$ cat src/rtl/systolic_seq_ctrl_pkg.sv
// Shared types and width helpers for the systolic array job sequencer.
package systolic_seq_ctrl_pkg;

  typedef enum logic [1:0] {
    MUX_HOLD        = 2'd0,
    MUX_PASSTHROUGH = 2'd1,
    MUX_LOAD        = 2'd2,
    MUX_PROCESS     = 2'd3
  } input_mux_t;

  typedef enum logic [1:0] {
    S_IDLE       = 2'd0,
    S_LOADING    = 2'd1,
    S_PROCESSING = 2'd2,
    S_END        = 2'd3
  } state_t;

  function automatic int calc_kw(input int max_k);
    return $clog2(max_k + 1);
  endfunction

  function automatic int calc_tw(input int rows, input int cols, input int max_k);
    return $clog2(rows + cols + max_k);
  endfunction

  // Keeps the load counter at least one bit wide for a single-row array.
  function automatic int calc_lw(input int rows);
    return (rows > 1) ? $clog2(rows) : 1;
  endfunction

endpackage

$ cat src/rtl/systolic_seq_ctrl_skew_window.sv
// Per-lane activity window: lane i is active for len steps starting at step BASE+i.
module systolic_seq_ctrl_skew_window #(
  parameter int W    = 4,
  parameter int TW   = 4,
  parameter int BASE = 0
) (
  input  logic [TW-1:0] t_i,
  input  logic [TW-1:0] len_i,
  output logic [W-1:0]  win_o
);

  // One extra bit so BASE+i+len cannot wrap.
  localparam int XW = TW + 1;

  for (genvar i = 0; i < W; i++) begin : g_win
    localparam logic [XW-1:0] LO = XW'(BASE + i);
    assign win_o[i] = ({1'b0, t_i} >= LO) && ({1'b0, t_i} < (LO + {1'b0, len_i}));
  end

endmodule

$ cat src/rtl/systolic_seq_ctrl.sv
// Weight-stationary systolic array job sequencer: stationary load, skewed stream, handshake.
module systolic_seq_ctrl
  import systolic_seq_ctrl_pkg::*;
#(
  parameter int  ROWS  = 4,
  parameter int  COLS  = 4,
  parameter int  MAX_K = 64,
  localparam int KW    = calc_kw(MAX_K),
  localparam int TW    = calc_tw(ROWS, COLS, MAX_K)
) (
  input  logic                             clk_i,
  input  logic                             rst_i,
  input  logic                             start_i,
  input  logic [KW-1:0]                    k_len_i,
  input  logic                             stall_i,
  input  logic                             abort_i,
  output logic                             busy_o,
  output logic                             done_o,
  output input_mux_t [ROWS-1:0][COLS-1:0]  mux_o,
  output logic [ROWS-1:0][COLS-1:0]        add_zero_o,
  output logic [ROWS-1:0]                  feed_valid_o,
  output logic [COLS-1:0]                  acc_valid_o
);

  localparam int LW = calc_lw(ROWS);

  state_t          state_q, state_d;
  logic [LW-1:0]   l_q, l_d;
  logic [TW-1:0]   t_q, t_d;
  logic [KW-1:0]   k_q, k_d;
  logic            hold_d;
  logic [TW-1:0]   t_last;
  logic [TW-1:0]   k_ext;

  input_mux_t [ROWS-1:0][COLS-1:0] mux_q, mux_d;
  logic [ROWS-1:0][COLS-1:0]       add_zero_q, add_zero_d;
  logic [ROWS-1:0]                 feed_q, feed_d, feed_win;
  logic [COLS-1:0]                 acc_q, acc_d, acc_win;
  logic                            done_q, done_d;
  logic                            proc_en;

  assign t_last = TW'(ROWS + COLS - 2) + TW'(k_q);
  assign k_ext  = TW'(k_d);

  always_comb begin
    state_d = state_q;
    l_d     = l_q;
    t_d     = t_q;
    k_d     = k_q;
    hold_d  = 1'b0;
    if (state_q != S_IDLE && abort_i) begin
      state_d = S_IDLE;
      l_d     = '0;
      t_d     = '0;
    end else begin
      unique case (state_q)
        S_IDLE: begin
          if (start_i && k_len_i != '0) begin
            state_d = S_LOADING;
            l_d     = '0;
            t_d     = '0;
            k_d     = (k_len_i > KW'(MAX_K)) ? KW'(MAX_K) : k_len_i;
          end
        end
        S_LOADING: begin
          if (stall_i) begin
            hold_d = 1'b1;
          end else if (l_q == LW'(ROWS - 1)) begin
            state_d = S_PROCESSING;
            l_d     = '0;
            t_d     = '0;
          end else begin
            l_d = l_q + LW'(1);
          end
        end
        S_PROCESSING: begin
          if (stall_i) begin
            hold_d = 1'b1;
          end else if (t_q == t_last) begin
            state_d = S_END;
            t_d     = '0;
          end else begin
            t_d = t_q + TW'(1);
          end
        end
        S_END:   state_d = S_IDLE;
        default: state_d = S_IDLE;
      endcase
    end
  end

  systolic_seq_ctrl_skew_window #(.W(ROWS), .TW(TW), .BASE(0)) u_feed_win (
    .t_i   (t_d),
    .len_i (k_ext),
    .win_o (feed_win)
  );

  systolic_seq_ctrl_skew_window #(.W(COLS), .TW(TW), .BASE(ROWS)) u_acc_win (
    .t_i   (t_d),
    .len_i (k_ext),
    .win_o (acc_win)
  );

  // Outputs decode the post-edge state so they line up with the step being issued.
  always_comb begin
    proc_en    = (state_d == S_PROCESSING) && !hold_d;
    done_d     = (state_d == S_END);
    add_zero_d = '0;
    feed_d     = proc_en ? feed_win : '0;
    acc_d      = proc_en ? acc_win : '0;
    for (int r = 0; r < ROWS; r++) begin
      for (int c = 0; c < COLS; c++) begin
        mux_d[r][c] = MUX_HOLD;
        if (state_d == S_LOADING && !hold_d) begin
          mux_d[r][c] = (l_d == LW'(ROWS - 1)) ? MUX_LOAD : MUX_PASSTHROUGH;
        end else if (proc_en) begin
          mux_d[r][c] = MUX_PROCESS;
        end
      end
    end
    if (proc_en) begin
      add_zero_d[0] = '1;
    end
  end

  always_ff @(posedge clk_i or posedge rst_i) begin
    if (rst_i) begin
      state_q    <= S_IDLE;
      l_q        <= '0;
      t_q        <= '0;
      k_q        <= '0;
      mux_q      <= '0;
      add_zero_q <= '0;
      feed_q     <= '0;
      acc_q      <= '0;
      done_q     <= 1'b0;
    end else begin
      state_q    <= state_d;
      l_q        <= l_d;
      t_q        <= t_d;
      k_q        <= k_d;
      mux_q      <= mux_d;
      add_zero_q <= add_zero_d;
      feed_q     <= feed_d;
      acc_q      <= acc_d;
      done_q     <= done_d;
    end
  end

  assign busy_o       = (state_q != S_IDLE);
  assign done_o       = done_q;
  assign mux_o        = mux_q;
  assign add_zero_o   = add_zero_q;
  assign feed_valid_o = feed_q;
  assign acc_valid_o  = acc_q;

endmodule

$ cat config.mk
export PLATFORM = sky130hd
export DESIGN_NAME = systolic_seq_ctrl
export DESIGN_NICKNAME = d
export VERILOG_FILES = /design/src/rtl/systolic_seq_ctrl_pkg.sv /design/src/rtl/systolic_seq_ctrl_skew_window.sv /design/src/rtl/systolic_seq_ctrl.sv
export SDC_FILE = /design/constraint.sdc
export NUM_CORES = 1
export LEC_CHECK = 0
export BUFFER_PORTS_ARGS = -buffer_cell sky130_fd_sc_hd__buf_2
export CAP_MARGIN = 20
export CORE_ASPECT_RATIO = 1.75
export CORE_MARGIN = 4
export CORE_UTILIZATION = 52
export CTS_CLUSTER_SIZE = 10
export DETAILED_ROUTE_END_ITERATION = 16
export GPL_TIMING_DRIVEN = 1
export PLACE_DENSITY = 0.84
export SLEW_MARGIN = 20
export SYNTH_ARGS = -nofsm -noshare
export SYNTH_HDL_FRONTEND = slang
export SYNTH_SLANG_ARGS = --single-unit
$ cat constraint.sdc
create_clock -name clk_i -period 4.5 [get_ports clk_i]
set_input_delay 0.9 -clock clk_i [delete_from_list [all_inputs] [get_ports clk_i]]
set_output_delay 0.9 -clock clk_i [all_outputs]
set_load 0.01 [all_outputs]
=== Word-level counts from Yosys, hierarchy flattened ===
Index checks and enable logic that the tools add are counted.
W data, S select, Z words.

* Register bits after elaboration: 33
* Output and inout port bits: 58
* Input bits: 12
* Logic and storage cells: 92

* Add/subtract/negate cells: 10
* $lt $le $gt $ge: 16
* Reduce and logical (&&, ||, !) cells: 16
* Eq/ne operators: 9
* Mux-type cells: 32

{| class="wikitable"
|+ Operators by type and width
! operator !! number
|-
| $mux W7 || 10
|-
| $lt A7 B8 Y1 || 7
|-
| $add A3 B7 Y8 const A || 4
|-
| $ge A7 B3 Y1 const B || 4
|-
| $mux W2 || 13
|-
| $pmux W7 S3 || 1
|-
| $add A2 B7 Y8 const A || 2
|-
| $ge A7 B2 Y1 const B || 2
|-
| $eq A2 B2 Y1 const B || 6
|-
| $mux W4 || 3
|-
| $logic_and A1 B1 Y1 || 11
|-
| $add A1 B7 Y8 const A || 1
|-
| $pmux W2 S4 || 1
|-
| $add A3 B7 Y7 const A || 1
|-
| $add A7 B1 Y7 const B || 1
|-
| $eq A7 B7 Y1 || 1
|-
| $ge A7 B1 Y1 const B || 1
|-
| $gt A7 B7 Y1 const B || 1
|-
| $lt A7 B7 Y1 || 1
|-
| $reduce_bool A7 Y1 || 1
|-
| $eq A2 B1 Y1 const B || 2
|-
| $pmux W2 S2 || 1
|-
| $mux W1 || 3
|-
| $add A2 B1 Y2 const B || 1
|-
| other kinds (4) || 4
|}

=== Logic depth before layout (Yosys ltp) ===
* Depth after elaboration: 10
* Depth in mapped cells: 22
* Depth with buffers taken out: 20

=== Modules after synthesis ===
A second synthesis with hierarchy kept.

* Cell total of the unflattened synthesis: 451
* Area total of the unflattened synthesis: 3,827.4 um2

{| class="wikitable"
|+ By module, submodules not included
! module !! cells an instance !! seq. area each (um2) !! instances !! area an instance (um2)
|-
| systolic_seq_ctrl || 216 || 750.7 || 1 || 1,989.4
|-
| systolic_seq_ctrl_skew_window at u_acc_win || 125 || 0.0 || 1 || 992.2
|-
| systolic_seq_ctrl_skew_window at u_feed_win || 110 || 0.0 || 1 || 845.8
|}

=== Worst setup path after synthesis ===
OpenSTA, ideal clock, no wires.

* Path type: input to register
* Start point: input port k_len_i[0]
* End point: register feed_q[1] (netlist: feed_valid_o[1])
* Library setup time: 0.066 ns
* Required time: 4.434 ns
* Data arrival time: 4.395 ns
* Stages on the path: 17
* Setup slack: 0.039 ns
* Buffers on the path: 1
* Path through: or4_4 > o41ai_4 > a22oi_1 > inv_1 > ha_1 > and2_1 > clkbuf_1 > nand2_1 > xnor2_1 > ha_1 > a21o_1 > a21oi_1 > nand2_1 > nand2_1 > a2111oi_0 > a2111oi_0 > o31a_1

* Cells in the longest elaborated chain, start to end: 9
* Elaborated cells on any way between the ends: 20
* Classes of those cells: 1 x add/sub; 3 x order compare; 1 x eq/ne; 11 x mux; 4 x reduce/logical

{| class="wikitable"
|+ Ends and longest elaborated chain
! what !! RTL line !! source
|-
| start: declaration || systolic_seq_ctrl.sv:14 || <nowiki>input logic [KW-1:0] k_len_i,</nowiki>
|-
| $gt A7 B7 Y1 / $reduce_bool A7 Y1 (equally long branches) || systolic_seq_ctrl.sv:62, systolic_seq_ctrl.sv:58 ||
|-
| $mux W7 / $logic_and A1 B1 Y1 (equally long branches) || systolic_seq_ctrl.sv:62, systolic_seq_ctrl.sv:58 ||
|-
| $mux W7 * || systolic_seq_ctrl.sv:58 || <nowiki>if (start_i && k_len_i != '0) begin</nowiki>
|-
| $mux W7 * || systolic_seq_ctrl.sv:56 || <nowiki>unique case (state_q)</nowiki>
|-
| $mux W7 * || systolic_seq_ctrl.sv:51 || <nowiki>if (state_q != S_IDLE && abort_i) begin</nowiki>
|-
| via k_d[2] || systolic_seq_ctrl.sv:30 || <nowiki>logic [KW-1:0] k_q, k_d;</nowiki>
|-
| $add A1 B7 Y8 * || systolic_seq_ctrl_skew_window.sv:17 || <nowiki>assign win_o[i] = ({1'b0, t_i} >= LO) && ({1'b0, t_i} < (LO + {1'b0, len_i}));</nowiki>
|-
| $lt A7 B8 Y1 * || systolic_seq_ctrl_skew_window.sv:17 ||
|-
| $logic_and A1 B1 Y1 * || systolic_seq_ctrl_skew_window.sv:17 ||
|-
| $mux W4 * || systolic_seq_ctrl.sv:109 || <nowiki>feed_d = proc_en ? feed_win : '0;</nowiki>
|-
| via feed_d[1] || systolic_seq_ctrl.sv:37 || <nowiki>logic [ROWS-1:0] feed_q, feed_d, feed_win;</nowiki>
|-
| end signal: assignment || systolic_seq_ctrl.sv:134 || <nowiki>feed_q <= '0;</nowiki>
|-
| end signal: assignment || systolic_seq_ctrl.sv:144 || <nowiki>feed_q <= feed_d;</nowiki>
|-
| end: declaration || systolic_seq_ctrl.sv:37 ||
|}

The timed path passes the listed nets; every way through them passes the cells marked *.

=== Final worst setup path ===
Ends and elaborated chain as after synthesis.

==> results.md <==
* Run status: complete, no violations
* Antenna Cells at 0
* Initial Utilization at 53.3%
* Storage cell area at about 750 µm²
* Largest net degree at the start of global routing at 31
* Yosys cell types at 62
* Highest clock rate at 224 MHz
* Ys Warns at 0
* Share of layout cells above drive strength 1 at between 20% and 30%
* Total congestion overflow at 0
* Post-synthesis mux area share at 0.588%
* Final Hold Violating Endpoints at 0
* Final setup violation count at 0
* Unrepaired setup endpoints after global routing: yes
* HPWL after DPL at roughly 9400 µm
* Simple-gate area share of the yosys netlist at 17.8%
* Crit-path slowest cell: or4_4
* Post-synth EDFFs at 0
* Critical-path cell list: buf_2 -> or4_4 -> o41ai_4 -> buf_4 -> a22oi_1 -> inv_1 -> ha_2 -> and2_1 -> nand2_1 -> xnor2_1 -> ha_1 -> a21o_1 -> a21oi_1 -> nand2_1 -> nand2_1 -> a2111oi_0 -> a2111oi_1 -> o31a_1
* Post-Route WL at 12200 µm
* DRC errors left at 0
* Hold-fix buffers, CTS at 0
* Leak pwr at ~0.0022 µW
* Fraction of the mapped netlist area in adder cells at 18.5%
* Max Slew Vio Count at 0
* Final Wtd Congestion at about 0.97
* Largest family of logic cells by synthesized area: compound AO/OA/AOI/OAI gates
* Final Power at 2010 µW
* # rows at 41
* Placed insts at 601
* FF+latch count, synth at 30
* Mapped cell area at roughly 3800 µm²
* Post-route non-filler standard cell count at 612
* P per Cell Area at 459 nW/µm²
* Num CTS Buffers at 5
* Fin nets at 592
* Finished Cell Area at between 4000 and 5000 µm²
* CP Class: in -> reg
* Core Region at 7180 µm²
* CTS sink cnt at 30
* Htree depth at 2
* Clk slew on worst S/H paths at 0.05 ns
* Final min period at 4.46 ns
* Critical path's most frequent cell: nand2_1
* Syn Area/Cell at just over 8 µm²
* Die Width at 72.9 µm
* TNS Setup at 0 ns
* Worst path required time at ~4.7 ns
* First-pass GRT wire length at 18400 µm
* Die area at 8850 µm²
* Vias at 3905
* Crit-path max FO at 4
* Async S/R FF share, synth at 100%
* Cell count after synthesis at 470
* Area post-placement at 4150 µm²
* Port Buffer Count at 57
* Initial antenna violation count at 0
* Total track usage at 27.4%
* CP Capture Type: flop
* Via-to-Cell Ratio at 6.38
* First-pass iteration count of the detailed router at 5
* Prevailing post-synth register cell: dfrtp_1
* Fin crit share at 99.2%
* Number of I/O pins at 70
* TritonCTS clock tree: built
* Hold WC Path Type: reg -> reg
* Clk buf depth at 2
* Area of the multi-input gates at 2650 µm²
* Slowest stage delay, CP at 0.56 ns
* Max-Cap Viols at 0
* Filler cell count at 627
* Die H at between 100 and 150 µm
* Wirelength per Cell at 20.0 µm
* Most frequent cells in the layout: buf_2 (57), ha_1 (54), buf_4 (41)
* Iter 0 DRT Violations at 363
* CP arrival at 4.68 ns
* Commonest non-fill, non-tap cell in the layout: buf_2
* Post-Synth XOR/XNOR Area at 8.46%
* Vias in the first global route at 3826
* Sequential element share of the synthesized area at 19.6%
* Slew HR at between 30% and 40%
* Clock Latency Late Sink at 0.28 ns
* Area growth syn-to-layout at 14.2%
* Remaining antenna violation count at 0
* Compound-cell area share of the yosys netlist at 21.7%
* Worst setup SP type: input pin
* Setup Skew at between 0.003 and 0.004 ns
* CTS root buf: clkbuf_16
* Max VDD drop at 0.211 mV
* Worst slew pin tran at 0.924 ns
==> through the flow <==
| stage | hold slack, ns | utilization [%] | setup slack [ns] |
|---|---|---|---|
| finish | 0.594 | 60.9 | 0.0364 |
| floorplan | 0.543 | - | 0.0388 |
| CTS | 0.587 | 60.0 | 0.131 |
| global placement | 0.554 | 57.7 | -0.00348 |
| global route | 0.631 | 60.9 | -0.129 |
| detailed placement | 0.581 | 57.7 | -0.138 |
==> routing by layer <==
| metal | GRT usage (%) | up-vias | share of wire (%) |
|---|---|---|---|
| met5 | 0 | - | 0 |
| met4 | 24.1 | 0 | 8.9 |
| met3 | 2.99 | 85 | 6.4 |
| met2 | 50.8 | 249 | 54 |
| met1 | 24.9 | 1818 | 31 |
| li1 | - | 1753 | - |
==> synth_stat cells (3+ instances only) <==
master	instances	area [µm²]
ha_1	55	688
buf_4	45	338
a21oi_1	39	195
nand2_1	37	139
xnor2_1	32	280
dfrtp_1	30	751
nor2_1	30	113
inv_1	25	93.8
o21ai_0	18	90.1
clkbuf_1	12	45.0
nor2b_1	10	62.6
nand3_1	9	45.0
a21o_1	8	60.1
nor3_1	8	40.0
a2111oi_0	6	52.6
o31ai_1	6	45.0
or4_1	6	45.0
a211oi_1	5	37.5
a22oi_1	5	37.5
and2_1	5	31.3
nor4_1	5	31.3
xor2_1	5	43.8
a31oi_1	4	25.0
buf_2	4	20.0
o2111ai_1	4	35.0
a311oi_1	3	26.3
and4_1	3	26.3
inv_2	3	11.3
nand2b_1	3	18.8
nand4b_1	3	26.3
==> kinds of logic (layout without fill, tap and decap cells) <==
logic type | after synthesis | after routing
XOR/XNOR | 37 | 37
adder cells (fa/ha/maj) | 57 | 57
buffers and inverters | 89 | 134
flip-flops | 30 | 30
multiplexers | 2 | 2
other | 1 | 12
AO/OA/AOI/OAI | 122 | 122
AND/OR/NAND/NOR | 132 | 132
==> final timing paths <==
check	startpoint	to	slack, ns	cells after the start
setup / recovery	k_len_i[0]	feed_valid_o[1]	0.04	18
max in group asynchronous	rst_i	t_q[6]	3.53	3
setup reg to reg	k_q[1]	feed_valid_o[1]	0.29	18
hold / removal	l_q[0]	l_q[0]	0.59	2
min in group asynchronous	rst_i	add_zero_o[2]	0.68	3
hold reg to reg	l_q[0]	l_q[0]	0.59	2
==> what timing repair did <==
item                       4_1_cts  5_1_grt
resized for setup                0       10
setup endpoints to repair        0        3
buffers inserted                 0        3
==> power breakdown <==
group          internal (µW)  switching (µW)  leakage (µW)
Sequential               310            62.4      0.000408
Clock                    259             127     0.0000836
Combinational            517             731       0.00170
==> layout make-up <==
type / instances / share of cell area (%)
multi-input cells: 362 / 60.6
flip-flops and latches: 30 / 17.2
clock buffers: 5 / 2.86
clock inverters: 3 / 0.916
repair buffers: 98 / 13.6
inverters: 28 / 2.40
well taps: 86 / 2.46
==> state kept, by name, summed over array words and instances, names as in the netlist <==
name          count
l_q               2
done_o            1
state_q           2
k_q               7
add_zero_o        1
feed_valid_o      4
acc_valid_o       4
mux_o             2
t_q               7
==> critical path: cells and delay by family <==
kind	cells	cell delay, ns
adders and majority gates	2	0.55
and+or+nand+nor	5	0.96
xor gates and xnor gates	1	0.13
AOI/OAI and AO/OA	7	1.68
buffers and inverters	3	0.46
(Power assumes the default switching activity.)
